`src/rtl/fetch_unit.sv`:
```
// Instruction fetch stage: owns the PC, issues reads to the instruction cache and
// buffers the cache's registered {instr, pc} output in a small FIFO for decode.
module fetch_unit #(
    parameter int          FIFO_DEPTH = 4,
    parameter logic [15:0] RESET_PC   = 16'h0000
) (
    input  logic        clk,
    input  logic        rst,
    input  logic        stall,
    input  logic        branch_taken,
    input  logic [15:0] branch_target,
    input  logic [15:0] icache_rd_out,
    input  logic [15:0] icache_pc_out,
    output logic [15:0] icache_rd_dest,
    output logic        icache_rd_en,
    output logic        icache_nop,
    output logic [15:0] inst_out,
    output logic [15:0] inst_pc,
    output logic        inst_valid
);

    localparam int PW = $clog2(FIFO_DEPTH);
    localparam int CW = PW + 1;

    logic [15:0]   pc_q, pc_d;
    logic          inflight_q, inflight_d;
    logic [CW-1:0] count_q, count_d;
    logic [PW-1:0] rd_ptr_q, rd_ptr_d;
    logic [PW-1:0] wr_ptr_q, wr_ptr_d;

    logic [15:0]   instr_mem [FIFO_DEPTH];
    logic [15:0]   pc_mem    [FIFO_DEPTH];

    logic [CW-1:0] occupancy;
    logic          issue;
    logic          push;
    logic          pop;

    // Cache contract: an issue in cycle N returns its data on icache_rd_out in N+1.
    // Issue is throttled so buffered plus in-flight never exceeds the FIFO depth.
    always_comb begin
        occupancy = count_q + {{PW{1'b0}}, inflight_q};
        issue     = !rst && !branch_taken && (occupancy < CW'(FIFO_DEPTH));
        push      = inflight_q && !branch_taken;
        pop       = (count_q != '0) && !stall && !branch_taken;

        pc_d       = pc_q;
        inflight_d = 1'b0;
        count_d    = count_q;
        rd_ptr_d   = rd_ptr_q;
        wr_ptr_d   = wr_ptr_q;

        if (branch_taken) begin
            pc_d     = branch_target;
            count_d  = '0;
            rd_ptr_d = '0;
            wr_ptr_d = '0;
        end else begin
            if (issue) begin
                pc_d       = pc_q + 16'd1;
                inflight_d = 1'b1;
            end
            if (push) begin
                wr_ptr_d = wr_ptr_q + PW'(1);
            end
            if (pop) begin
                rd_ptr_d = rd_ptr_q + PW'(1);
            end
            case ({push, pop})
                2'b10:   count_d = count_q + CW'(1);
                2'b01:   count_d = count_q - CW'(1);
                default: count_d = count_q;
            endcase
        end
    end

    always_ff @(posedge clk or posedge rst) begin
        if (rst) begin
            pc_q       <= RESET_PC;
            inflight_q <= 1'b0;
            count_q    <= '0;
            rd_ptr_q   <= '0;
            wr_ptr_q   <= '0;
        end else begin
            pc_q       <= pc_d;
            inflight_q <= inflight_d;
            count_q    <= count_d;
            rd_ptr_q   <= rd_ptr_d;
            wr_ptr_q   <= wr_ptr_d;
        end
    end

    // Storage is deliberately unreset; the head is gated by count instead.
    always_ff @(posedge clk) begin
        if (push) begin
            instr_mem[wr_ptr_q] <= icache_rd_out;
            pc_mem[wr_ptr_q]    <= icache_pc_out;
        end
    end

    assign icache_rd_dest = pc_q;
    assign icache_rd_en   = issue;
    assign icache_nop     = rst || branch_taken;
    assign inst_valid     = (count_q != '0);
    assign inst_out       = inst_valid ? instr_mem[rd_ptr_q] : 16'h0000;
    assign inst_pc        = inst_valid ? pc_mem[rd_ptr_q]    : 16'h0000;

endmodule

```
`config.mk`:
```
export PLATFORM = sky130hd
export DESIGN_NAME = fetch_unit
export DESIGN_NICKNAME = d
export VERILOG_FILES = /design/src/rtl/fetch_unit.sv
export SDC_FILE = /design/constraint.sdc
export NUM_CORES = 1
export LEC_CHECK = 0
export CAP_MARGIN = 20
export CORE_MARGIN = 1
export CORE_UTILIZATION = 45
export CTS_BUF_LIST = sky130_fd_sc_hd__clkbuf_4 sky130_fd_sc_hd__clkbuf_8 sky130_fd_sc_hd__clkbuf_16
export DETAILED_ROUTE_END_ITERATION = 8
export GPL_ROUTABILITY_DRIVEN = 1
export PLACE_DENSITY = 0.75
export RECOVER_POWER = 25
export SYNTH_ARGS = -nofsm -noshare
export SYNTH_HDL_FRONTEND = slang
export SYNTH_SLANG_ARGS = --single-unit
```
`constraint.sdc`:
```
create_clock -name clk -period 4.7 [get_ports clk]
set_input_delay 0.705 -clock clk [delete_from_list [all_inputs] [get_ports clk]]
set_output_delay 0.705 -clock clk [all_outputs]
set_load 0.02 [all_outputs]
```
=== Word-level counts from Yosys, hierarchy flattened ===
Memory sizes are Yosys's and may differ from the RTL's.
Index checks and enable logic that the tools add are counted.
Widths: inputs -> output; s select.

* Bits in registers: 24
* RAM bits: 128
* Input bits: 52
* Output and inout bits: 51
* Logic and storage cells: 44
* Memories: 2

* $add $sub $neg: 6
* $lt $le $gt $ge: 1
* Equal/unequal tests: 2
* Mux-type cells: 14
* Reduce and logical (&&, ||, !) cells: 14

{| class="wikitable"
|+ Memory list
! name !! depth !! width !! rd ports !! clocked after memory_dff !! wr ports !! line !! text
|-
| instr_mem || 4 || 16 || 1 || 0 || 1 || 31 || <nowiki>logic [15:0] instr_mem [FIFO_DEPTH];</nowiki>
|-
| pc_mem || 4 || 16 || 1 || 0 || 1 || 32 || <nowiki>logic [15:0] pc_mem [FIFO_DEPTH];</nowiki>
|}

{| class="wikitable"
|+ Operator list
! operator !! number
|-
| $mux 16 || 4
|-
| $add 16x1->16 const B || 1
|-
| $mux 2 || 4
|-
| $pmux 3 s2 || 1
|-
| $reduce_bool 2->1 || 3
|-
| $reduce_bool 3->1 || 2
|-
| $logic_and 1x1->1 || 5
|-
| $add 2x1->2 const B || 2
|-
| $mux 1 || 4
|-
| $add 3x1->3 || 1
|-
| $add 3x1->3 const B || 1
|-
| $logic_not 1->1 || 3
|-
| $lt 3x3->1 const B || 1
|-
| $mux 3 || 1
|-
| $sub 3x1->3 const B || 1
|-
| $eq 2x1->1 const B || 1
|-
| $eq 2x2->1 const B || 1
|-
| $logic_or 1x1->1 || 1
|}

=== Depth between registers and ports, before layout ===
Gate-level depths: netlist (run 1).

* Depth in word-level cells: 6
* Gate-level depth with buffers: 8
* Mapped depth without buffers: 6

=== Worst setup path after synthesis (run 1) ===
OpenSTA, ideal clock, no wires.

* Path type: input to output
* Start: in rst
* End: out icache_rd_en
* Arrival time: 1971 ps
* Data required time: 3995 ps
* Slack: 2024 ps
* Stages: 3
* Path buffers: 0
* Cell sequence: inv_1 > nand2_1 > nor2_1

* Word-level cells in the longest chain between the ends: 3

{| class="wikitable"
|+ RTL lines
! element !! line !! text
|-
| start, declared || 8 || <nowiki>input logic rst,</nowiki>
|-
| $logic_not 1->1 (no source line) || -- ||
|-
| $logic_and 1x1->1 (2 in series) || 43 || <nowiki>issue = !rst && !branch_taken && (occupancy < CW'(FIFO_DEPTH));</nowiki>
|-
| end, declared || 15 || <nowiki>output logic icache_rd_en,</nowiki>
|}

Every way passes these cells.

=== Worst setup path in the final report (run 1) ===
* Start: in branch_taken
* End: out icache_rd_en

* Word-level cells in the longest chain between the ends: 3

{| class="wikitable"
|+ RTL lines
! element !! line !! text
|-
| start, declared || 10 || <nowiki>input logic branch_taken,</nowiki>
|-
| $logic_not 1->1 || 43 ||
|-
| $logic_and 1x1->1 (2 in series) || 43 ||
|}

Every way passes these cells.

==> results of run 1 <==
## worst max-delay path: cells and delay by family
family | cells | cell delay [ns]
AND/OR/NAND/NOR | 2 | 0.39
buffers and inverters | 4 | 1.69
## worst max path at each step
stage / startpoint / endpoint / cells after the start
6_report: branch_taken / icache_rd_en / 6
5_1_grt: branch_taken / icache_rd_en / 6
4_1_cts: branch_taken / icache_rd_en / 6
3_5_place_dp: branch_taken / icache_rd_en / 6
3_3_place_gp: branch_taken / icache_rd_en / 6
2_1_floorplan: rst / icache_rd_en / 3
## Yosys cell counts, drive strengths merged, types with 3 or more instances
cell type	instances
edfxtp	128
nor2b	34
mux4	32
dfrtp	24
nor2	16
nand2	15
clkbuf	13
or4	12
nand3	11
buf	8
inv	8
a31oi	7
o31ai	7
ha	5
mux2i	5
o211ai	5
and2	4
o21ai	4
xnor2	4
a21oi	3
nor4	3
## sequential cells by signal, summed over array words and instances, names as in the netlist
register	count
count_q	3
pc_mem	64
rd_ptr_q	2
inflight_q	1
instr_mem	64
wr_ptr_q	2
icache_rd_dest	16
## layout make-up
class | instances | area (sq um) | area share, %
diodes | 2 | 5.00 | 0.0613
clock buffers | 20 | 448 | 5.49
inverters | 8 | 30.0 | 0.368
flip-flops and latches | 152 | 4450 | 54.5
clock inverters | 12 | 190 | 2.33
repair buffers | 107 | 1060 | 13.0
well taps | 176 | 220 | 2.70
multi-input cells | 187 | 1760 | 21.6
## logic make-up (layout without fill, tap and decap cells)
family,Yosys count,in the layout
AND/OR/NAND/NOR,106,106
multiplexers,39,39
AO/OA/AOI/OAI,30,30
other,0,2
adder cells (fa/ha/maj),6,6
buffers and inverters,29,147
XOR/XNOR,6,6
flip-flops,152,152
## per-stage QoR
stage / power [W] / instances / instance area [sq um]
2_1_floorplan: 0.00231 / 368 / 6330
3_3_place_gp: 0.00279 / 630 / 7520
3_5_place_dp: 0.00280 / 630 / 7520
4_1_cts: 0.00426 / 662 / 8160
5_1_grt: 0.00438 / 663 / 8160
6_report: 0.00420 / 664 / 8160
## power groups by stage
stage                     clock network, W  registers, W  logic [W]
after floorplan                          0       0.00160   0.000707
after global placement                   0       0.00164    0.00115
after detailed placement                 0       0.00165    0.00116
after CTS                          0.00147       0.00162    0.00117
after global routing               0.00153       0.00163    0.00123
final                              0.00144       0.00161    0.00114
## layer usage
layer  routed length (um)  part of all wire [%]  vias up  global-route usage, %
met5                    0                     0        -                      0
met3                 1020                   8.3        7                   7.17
li1                     -                     -     1667                      -
met1                 4980                    41     1775                   22.2
met4                   79                  0.65        0                   6.71
met2                 6120                    50      113                   30.6
==> results.md, run 1 <==
- Post-Synth Adder-Cell Area: 1.30%
- Post_cts resized: 0
- Post-synth top area share: 60.7%
- Drt pass-1 iters: 4
- Seq/Total Area, Yosys: 70.2%
- Final worst setup slack: 1.19 ns
- Most common cell after layout, fill and taps aside: edfxtp_1
- Largest net degree at the start of global routing: 41
- Final hold vios: 0
- FF-to-FF setup slack: 2.22 ns
- Hold/Removal Path Class: flip-flop to flip-flop
- Fraction of layout cells with a size suffix above 1: 16.9%
- Fmax: 285 MHz
- Die ar.: 14500 sq um
- Vias: 3562
- Power share of the clock group: 34.4%
- Distinct cells, synth: 42
- Worst Path Max Fanout: 28
- Fraction of registers with async set/reset: 15.8%
- Mux contribution to synthesized area: 12.6%
- Number of enable flip-flop cells after synthesis: 128
- Critical path class: input port to output port
- Pre-CTS setup slack: 1.21 ns
- Post-synthesis xor/xnor area fraction: 1.05%
- Hold slack final: 0.603 ns
- Total CTS buffers: 17
- Max_cap viols: 0
- Antenna violations before repair: 2
- H-Tree Depth: 4
- RSZ-0062 raised after global routing: false
- Share of power burned in registers: 38.4%
- Most used DFF post-synth: edfxtp_1
- FF-to-FF End: count_q[2]
- Hold Crit Start: wr_ptr_q[1]
- Total length of routed wires: 12.2 mm
- I/O Buffers: 102
- Hold path depth: 2
- Slew @ Worst Pin: 0.944 ns
- CP Launch Type: input port
- Main combinational cell family by area after synthesis: multiplexers
- Synthesized Nets: 426
- Cell area power density: 514 nW/um^2
- NumNets Final: 531
- First-pass GRT wire length: 19.6 mm
- Starting density of the core: 47.0%
- Core area: 13500 sq um
- R2r worst-path depth: 7
- Max-slew violations: 0
- Hpwl dp: 7.61 mm
- Starting DRC count in detailed routing: 329
- Later-pin clock latency in the skew report: 0.41 ns
- Post-CTS setup buffers: 0
- Synth Warn #: 0
- Vias in the first global route: 3836
- Period utilisation layout: 74.7%
- DRC: 0
- Clk_skew: 0.00843 ns
- Total grt overflow: 0
- Max incr delay on CP: 0.62 ns
- Post-Syn Area per Cell: 17.2 sq um
- Fillers: 1004
- Die H: 121 um
- Clk root buf: clkbuf_16
- Yosys top cell by area: edfxtp_1
- Final setup violation count: 0
- Synth Area in Simple Gates: 9.55%
- Outcome: complete, no violations
- CTS tree: built
- Combinational share of power: 27.2%
- Slew margin rel.: 37.1%
- # clock sinks: 152
- Critical R2R Launch: count_q[1]
- Hold buffers post-CTS: 0
- Crit-path cells: clkdlybuf4s50_1 -> buf_4 -> inv_1 -> nand2_1 -> nor2_1 -> clkdlybuf4s50_1
- WHS Endpoint: wr_ptr_q[1]
- Drt wl/cell: 18.4 um
- VDD IR max: 420 uV
- CTS max path bufs: 2
- Clock period minus worst slack: 3.51 ns
- Row cnt: 42
- WP data arrival: 2.81 ns
- Int Power: 0.00302 W
- Overall Global Routing Usage: 18.6%
- RD Place Congestion: 0.833
- Compound-cell area share of the yosys netlist: 3.20%
- NetSw: 0.00118 W
- Ranking of synthesized cells by area: edfxtp_1 61%, mux4_2 11%, dfrtp_1 9.5%
- Boundary Pins: 103
- Synth Register Bits: 152
- Sum of negative setup slack: 0 ns
- Most frequent cells in the layout: 128 x edfxtp_1, 80 x clkdlybuf4s50_1, 34 x nor2b_1
- Leak: 2.72 nW
- Vias per cell: 5.36
- Synthesized area: 6330 sq um
- Endpoint type of the worst setup path: output port
- Post-synthesis cell count: 368
- Req. time, crit path: 3.99 ns
- CTS clk-pin slew, worst paths: 0.06 ns
- Slowest cell on crit path: clkdlybuf4s50_1
- Layout area overhead: 29.0%
- Width of the die: 121 um
- Most frequent cell on the critical path: clkdlybuf4s50_1
- ANT nets after route: 0
- Sw frac: 28.1%
- Post-Route Utilization: 60.7%
(Power assumes the default switching activity.)
==> run 2: changes to the inputs <==
Clock period 4.7 ns to 3.55 ns, I/O delays scaled along.
==> run 2 against run 1 <==
Effect of this change:
- first-iteration DRC count down 5.5%
- global-route usage down 0.10 points
- highest routed layer unchanged
- via count up 1.7%
- sequential power up 30%
- core utilization down 0.074 points
- clock-buffer cell count down 1
- largest power group unchanged
- sequential share of layout area up 0.067 points
- combinational power up 39%
- register-to-register slack worse by 1.1 ns
==> results.md, run 2 (synthesis results as in run 1) <==
- Outcome: complete, no violations
- Core area: 13500 sq um
- Width of the die: 121 um
- NumNets Final: 539
- Fraction of layout cells with a size suffix above 1: 17.8%
- Post-Layout Cell Count: 671
- Fmax: 328 MHz
- Total length of routed wires: 12.6 mm
- Clk_skew: 0.00375 ns
- Hold buffers post-CTS: 0
- Starting density of the core: 47.0%
- Area of the multi-input gates: 1760 sq um
- Fillers: 1054
- Post-CTS setup buffers: 0
- Worst Path Max Fanout: 23
- CP Launch Type: flip-flop
- WP data arrival: 2.51 ns
- Leak: 2.74 nW
- Clock period minus worst slack: 3.05 ns
- Final Instance Area: 8150 sq um
- I/O Buffers: 102
- Req. time, crit path: 3.02 ns
- RD Place Congestion: 0.784
- ANT nets after route: 0
- Drt pass-1 iters: 4
- Final hold vios: 0
- Slew margin rel.: 34.8%
- Cell area power density: 663 nW/um^2
- RSZ-0062 raised after global routing: false
- Critical path class: flip-flop to output port
- CTS max path bufs: 2
- Overall power: 0.00540 W
- Most common cell after layout, fill and taps aside: edfxtp_1
- Antenna violations before repair: 1
- Placed cell count: 638
- Largest net degree at the start of global routing: 33
- Drt wl/cell: 18.8 um
- Endpoint type of the worst setup path: output port
- Boundary Pins: 103
- First-pass GRT wire length: 19.7 mm
- Layout area overhead: 28.8%
- Final setup violation count: 0
- DRC: 0
- Die H: 121 um
- Die ar.: 14500 sq um
- Hold/Removal Path Class: input port to asynchronous set/reset pin
- VDD IR max: 381 uV
- Total CTS buffers: 17
- FF+latch area: 4450 sq um
- H-Tree Depth: 4
- Row cnt: 42
- Overall Global Routing Usage: 18.5%
- CTS tree: built
- Period utilisation layout: 85.8%
- # clock sinks: 152
- Vias: 3621
- FF-to-FF setup slack: 1.16 ns
- Most frequent cells in the layout: 128 x edfxtp_1, 79 x clkdlybuf4s50_1, 34 x nor2b_1
- Post_cts resized: 0
- Later-pin clock latency in the skew report: 0.41 ns
- Max-slew violations: 0
- CTS clk-pin slew, worst paths: 0.06 ns
- Max_cap viols: 0
- Area post-placement: 7580 sq um
- Vias per cell: 5.40
- Clk root buf: clkbuf_16
- Hpwl dp: 8.07 mm
- Sum of negative setup slack: 0 ns
- Slew @ Worst Pin: 0.959 ns
- Starting DRC count in detailed routing: 311
- Vias in the first global route: 3743
- Total grt overflow: 0
-- run 2: path summary, 6_finish.rpt --
| check | from | cells after the start | to |
|---|---|---|---|
| max in group asynchronous | rst | 3 | rd_ptr_q[0] |
| min in group clk | icache_rd_dest[15] | 2 | icache_rd_dest[15] |
| worst min-delay path | rst | 3 | inflight_q |
| worst min register to register | icache_rd_dest[15] | 2 | icache_rd_dest[15] |
| worst max-delay path | rd_ptr_q[1] | 4 | inst_out[13] |
| worst max register to register | count_q[1] | 7 | count_q[2] |
-- run 2: final cells by class --
| type | instances | area share, % |
|---|---|---|
| antenna | 1 | 0.0307 |
| clock buffer | 19 | 5.40 |
| clock inverter | 13 | 1.60 |
| tap | 176 | 2.70 |
| sequential | 152 | 54.6 |
| timing repair buffer | 115 | 13.7 |
| multi-input combinational | 187 | 21.6 |
| inverter | 8 | 0.368 |
-- run 2: worst max-delay path: stages (launching register included) --
cell and delay, ns:
dfrtp_2 0.78, buf_4 0.31, mux4_2 0.31, nor2b_1 0.15, clkdlybuf4s50_1 0.54
-- run 2: power breakdown --
group / internal [W] / total (W) / leakage (nW) / switching (W)
combinational: 0.000782 / 0.00158 / 1.01 / 0.000796
clock: 0.00104 / 0.00173 / 0.283 / 0.000682
sequential: 0.00202 / 0.00210 / 1.45 / 0.0000806
total: 0.00384 / 0.00540 / 2.74 / 0.00156
-- run 2: stage by stage --
| stage | utilization, % | setup WS, ns | hold slack (ns) |
|---|---|---|---|
| floorplan | - | 0.970 | 0.538 |
| global placement | 56.3 | 0.848 | 0.564 |
| detailed placement | 56.3 | 0.783 | 0.572 |
| CTS | 60.6 | 0.463 | 0.572 |
| global route | 60.6 | 0.401 | 0.613 |
| finish | 60.6 | 0.504 | 0.573 |
-- run 2: layer usage --
metal	track usage [%]	part of all wire [%]	vias to the layer above
met5	0	0	-
met4	6.10	1.3	0
met3	5.99	7.1	16
met2	29.5	48	129
met1	24.0	43	1811
li1	-	-	1665
==> run 3: changes to the inputs <==
Settings changed: CORE_MARGIN 1 to 5.
==> run 3 against run 2 <==
Effect of this change:
- combinational power barely moved
- critical path type unchanged
- critical endpoint is now inst_out[8]
- total power up 1.8%
- clock skew grew 0.0058 ns
- largest power group unchanged
==> results.md, run 3 (synthesis results as in run 1) <==
- Max-slew violations: 0
- Width of the die: 129 um
- FF-to-FF setup slack: 1.43 ns
- Hold slack final: 0.569 ns
- FF+latch area: 4450 sq um
- Starting DRC count in detailed routing: 179
- Later-pin clock latency in the skew report: 0.42 ns
- Most frequent cells in the layout: 128 x edfxtp_1, 79 x clkdlybuf4s50_1, 34 x nor2b_1
- Most common cell after layout, fill and taps aside: edfxtp_1
- Critical path depth: 4
- Die H: 129 um
- ANT nets after route: 0
- CTS max path bufs: 2
- Max incr delay on CP: 0.71 ns
- First-pass GRT wire length: 19.8 mm
- Post-Layout Cell Count: 675
- Endpoint type of the worst setup path: output port
- I/O Buffers: 102
- CTS clk-pin slew, worst paths: 0.06 ns
- Slew @ Worst Pin: 0.961 ns
- Largest net degree at the start of global routing: 40
- Critical path class: flip-flop to output port
- Clk_skew: 0.00950 ns
- NumNets Final: 539
- Final setup violation count: 0
- Fraction of layout cells with a size suffix above 1: 17.8%
- Sum of negative setup slack: 0 ns
- Worst Path Max Fanout: 15
- Boundary Pins: 103
- Overall Global Routing Usage: 15.9%
- Final hold vios: 0
- Starting density of the core: 45.8%
- DRC: 0
- Max_cap viols: 0
- H-Tree Depth: 4
- FF-to-FF End: icache_rd_dest[11]
- Hpwl dp: 7.95 mm
- Area of the multi-input gates: 1760 sq um
- R2r worst-path depth: 4
- Total grt overflow: 0
- Clk root buf: clkbuf_16
- WP data arrival: 2.69 ns
- Fillers: 1016
- Outcome: complete, no violations
- Critical R2R Launch: inflight_q
- Hold buffers post-CTS: 0
- Antenna violations before repair: 2
- Period utilisation layout: 90.8%
- Die ar.: 16500 sq um
- Slowest cell on crit path: dfrtp_2
- Leak: 2.75 nW
- Vias in the first global route: 3834
- CP delay by family, top: buffers and inverters
- Req. time, crit path: 3.02 ns
- Fmax: 310 MHz
- Crit-path cells: buf_4 -> mux4_2 -> nor2b_1 -> clkdlybuf4s50_1
- Cell area power density: 670 nW/um^2
- Hold/Removal Path Class: input port to asynchronous set/reset pin
- Vias per cell: 5.43
- Total CTS buffers: 17
- Row cnt: 43
- CP Launch Type: flip-flop
- Drt wl/cell: 18.6 um
- Clock period minus worst slack: 3.22 ns
- RSZ-0062 raised after global routing: false
- Core area: 13800 sq um
- Slew margin rel.: 34.7%
- Total length of routed wires: 12.6 mm
- CTS tree: built
- Post-CTS setup buffers: 0
- Post_cts resized: 0
- RD Place Congestion: 0.783
- Placed cell count: 642
- Layout area overhead: 29.6%
- Buffers and inverters on the worst path: 2
- # clock sinks: 152
- Drt pass-1 iters: 4
- Vias: 3666
- VDD IR max: 405 uV
## run 3: changes by cell type in the layout (fill, tap and decap cells not counted)
| cell | previous run | this run |
|---|---|---|
| buf_12 | 0 | 1 |
| clkinvlp_4 | 1 | 2 |
| bufinv_16 | 2 | 3 |
| clkbuf_4 | 2 | 1 |
| clkinv_2 | 4 | 1 |
| buf_4 | 13 | 12 |
| inv_6 | 1 | 3 |
| inv_8 | 0 | 1 |
| clkinv_4 | 3 | 2 |
## run 3: stage by stage
stage	util, %	power (W)	worst slack, ns	area, sq um
after floorplan	-	0.00306	0.970	6330
after global placement	54.9	0.00372	0.728	7600
after detailed placement	54.9	0.00374	0.713	7600
after CTS	59.3	0.00557	0.234	8200
after global routing	59.3	0.00575	0.117	8200
final	59.3	0.00550	0.327	8200
## run 3: final cells by class
| class | instances | area share (%) |
|---|---|---|
| Clock buffer | 18 | 5.28 |
| Antenna cell | 1 | 0.0305 |
| Multi-Input combinational cell | 187 | 21.5 |
| Inverter | 8 | 0.366 |
| Tap cell | 180 | 2.75 |
| Sequential cell | 152 | 54.2 |
| Clock inverter | 14 | 2.10 |
| Timing Repair Buffer | 115 | 13.8 |
## run 3: worst max-delay path by stage
stage	start	slack [ns]	endpoint
floorplan	count_q[1]	0.97	count_q[2]
global placement	rd_ptr_q[0]	0.73	inst_out[1]
detailed placement	rd_ptr_q[0]	0.71	inst_out[1]
CTS	rd_ptr_q[0]	0.23	inst_out[8]
global route	rd_ptr_q[0]	0.12	inst_out[8]
finish	rd_ptr_q[0]	0.33	inst_out[8]
## run 3: per-layer routing
layer  track usage, %  part of all wire (%)  vias to the layer above  wire length [um]
met5                0                  0.10                        -                13
met4             5.99                   1.6                        2               204
met3             5.40                   6.6                       17               827
met2             26.3                    49                      108              6190
met1             19.4                    42                     1869              5340
li1                 -                     -                     1670                 -
## run 3: power breakdown
part	internal [W]	switching [W]
registers	0.00202	0.000107
clock network	0.00112	0.000704
logic	0.000784	0.000769
total	0.00392	0.00158
## run 3: tightest hold or removal path: cells and delay by family
| family | cells | cell delay [ns] |
|---|---|---|
| buffers and inverters | 3 | 0.85 |
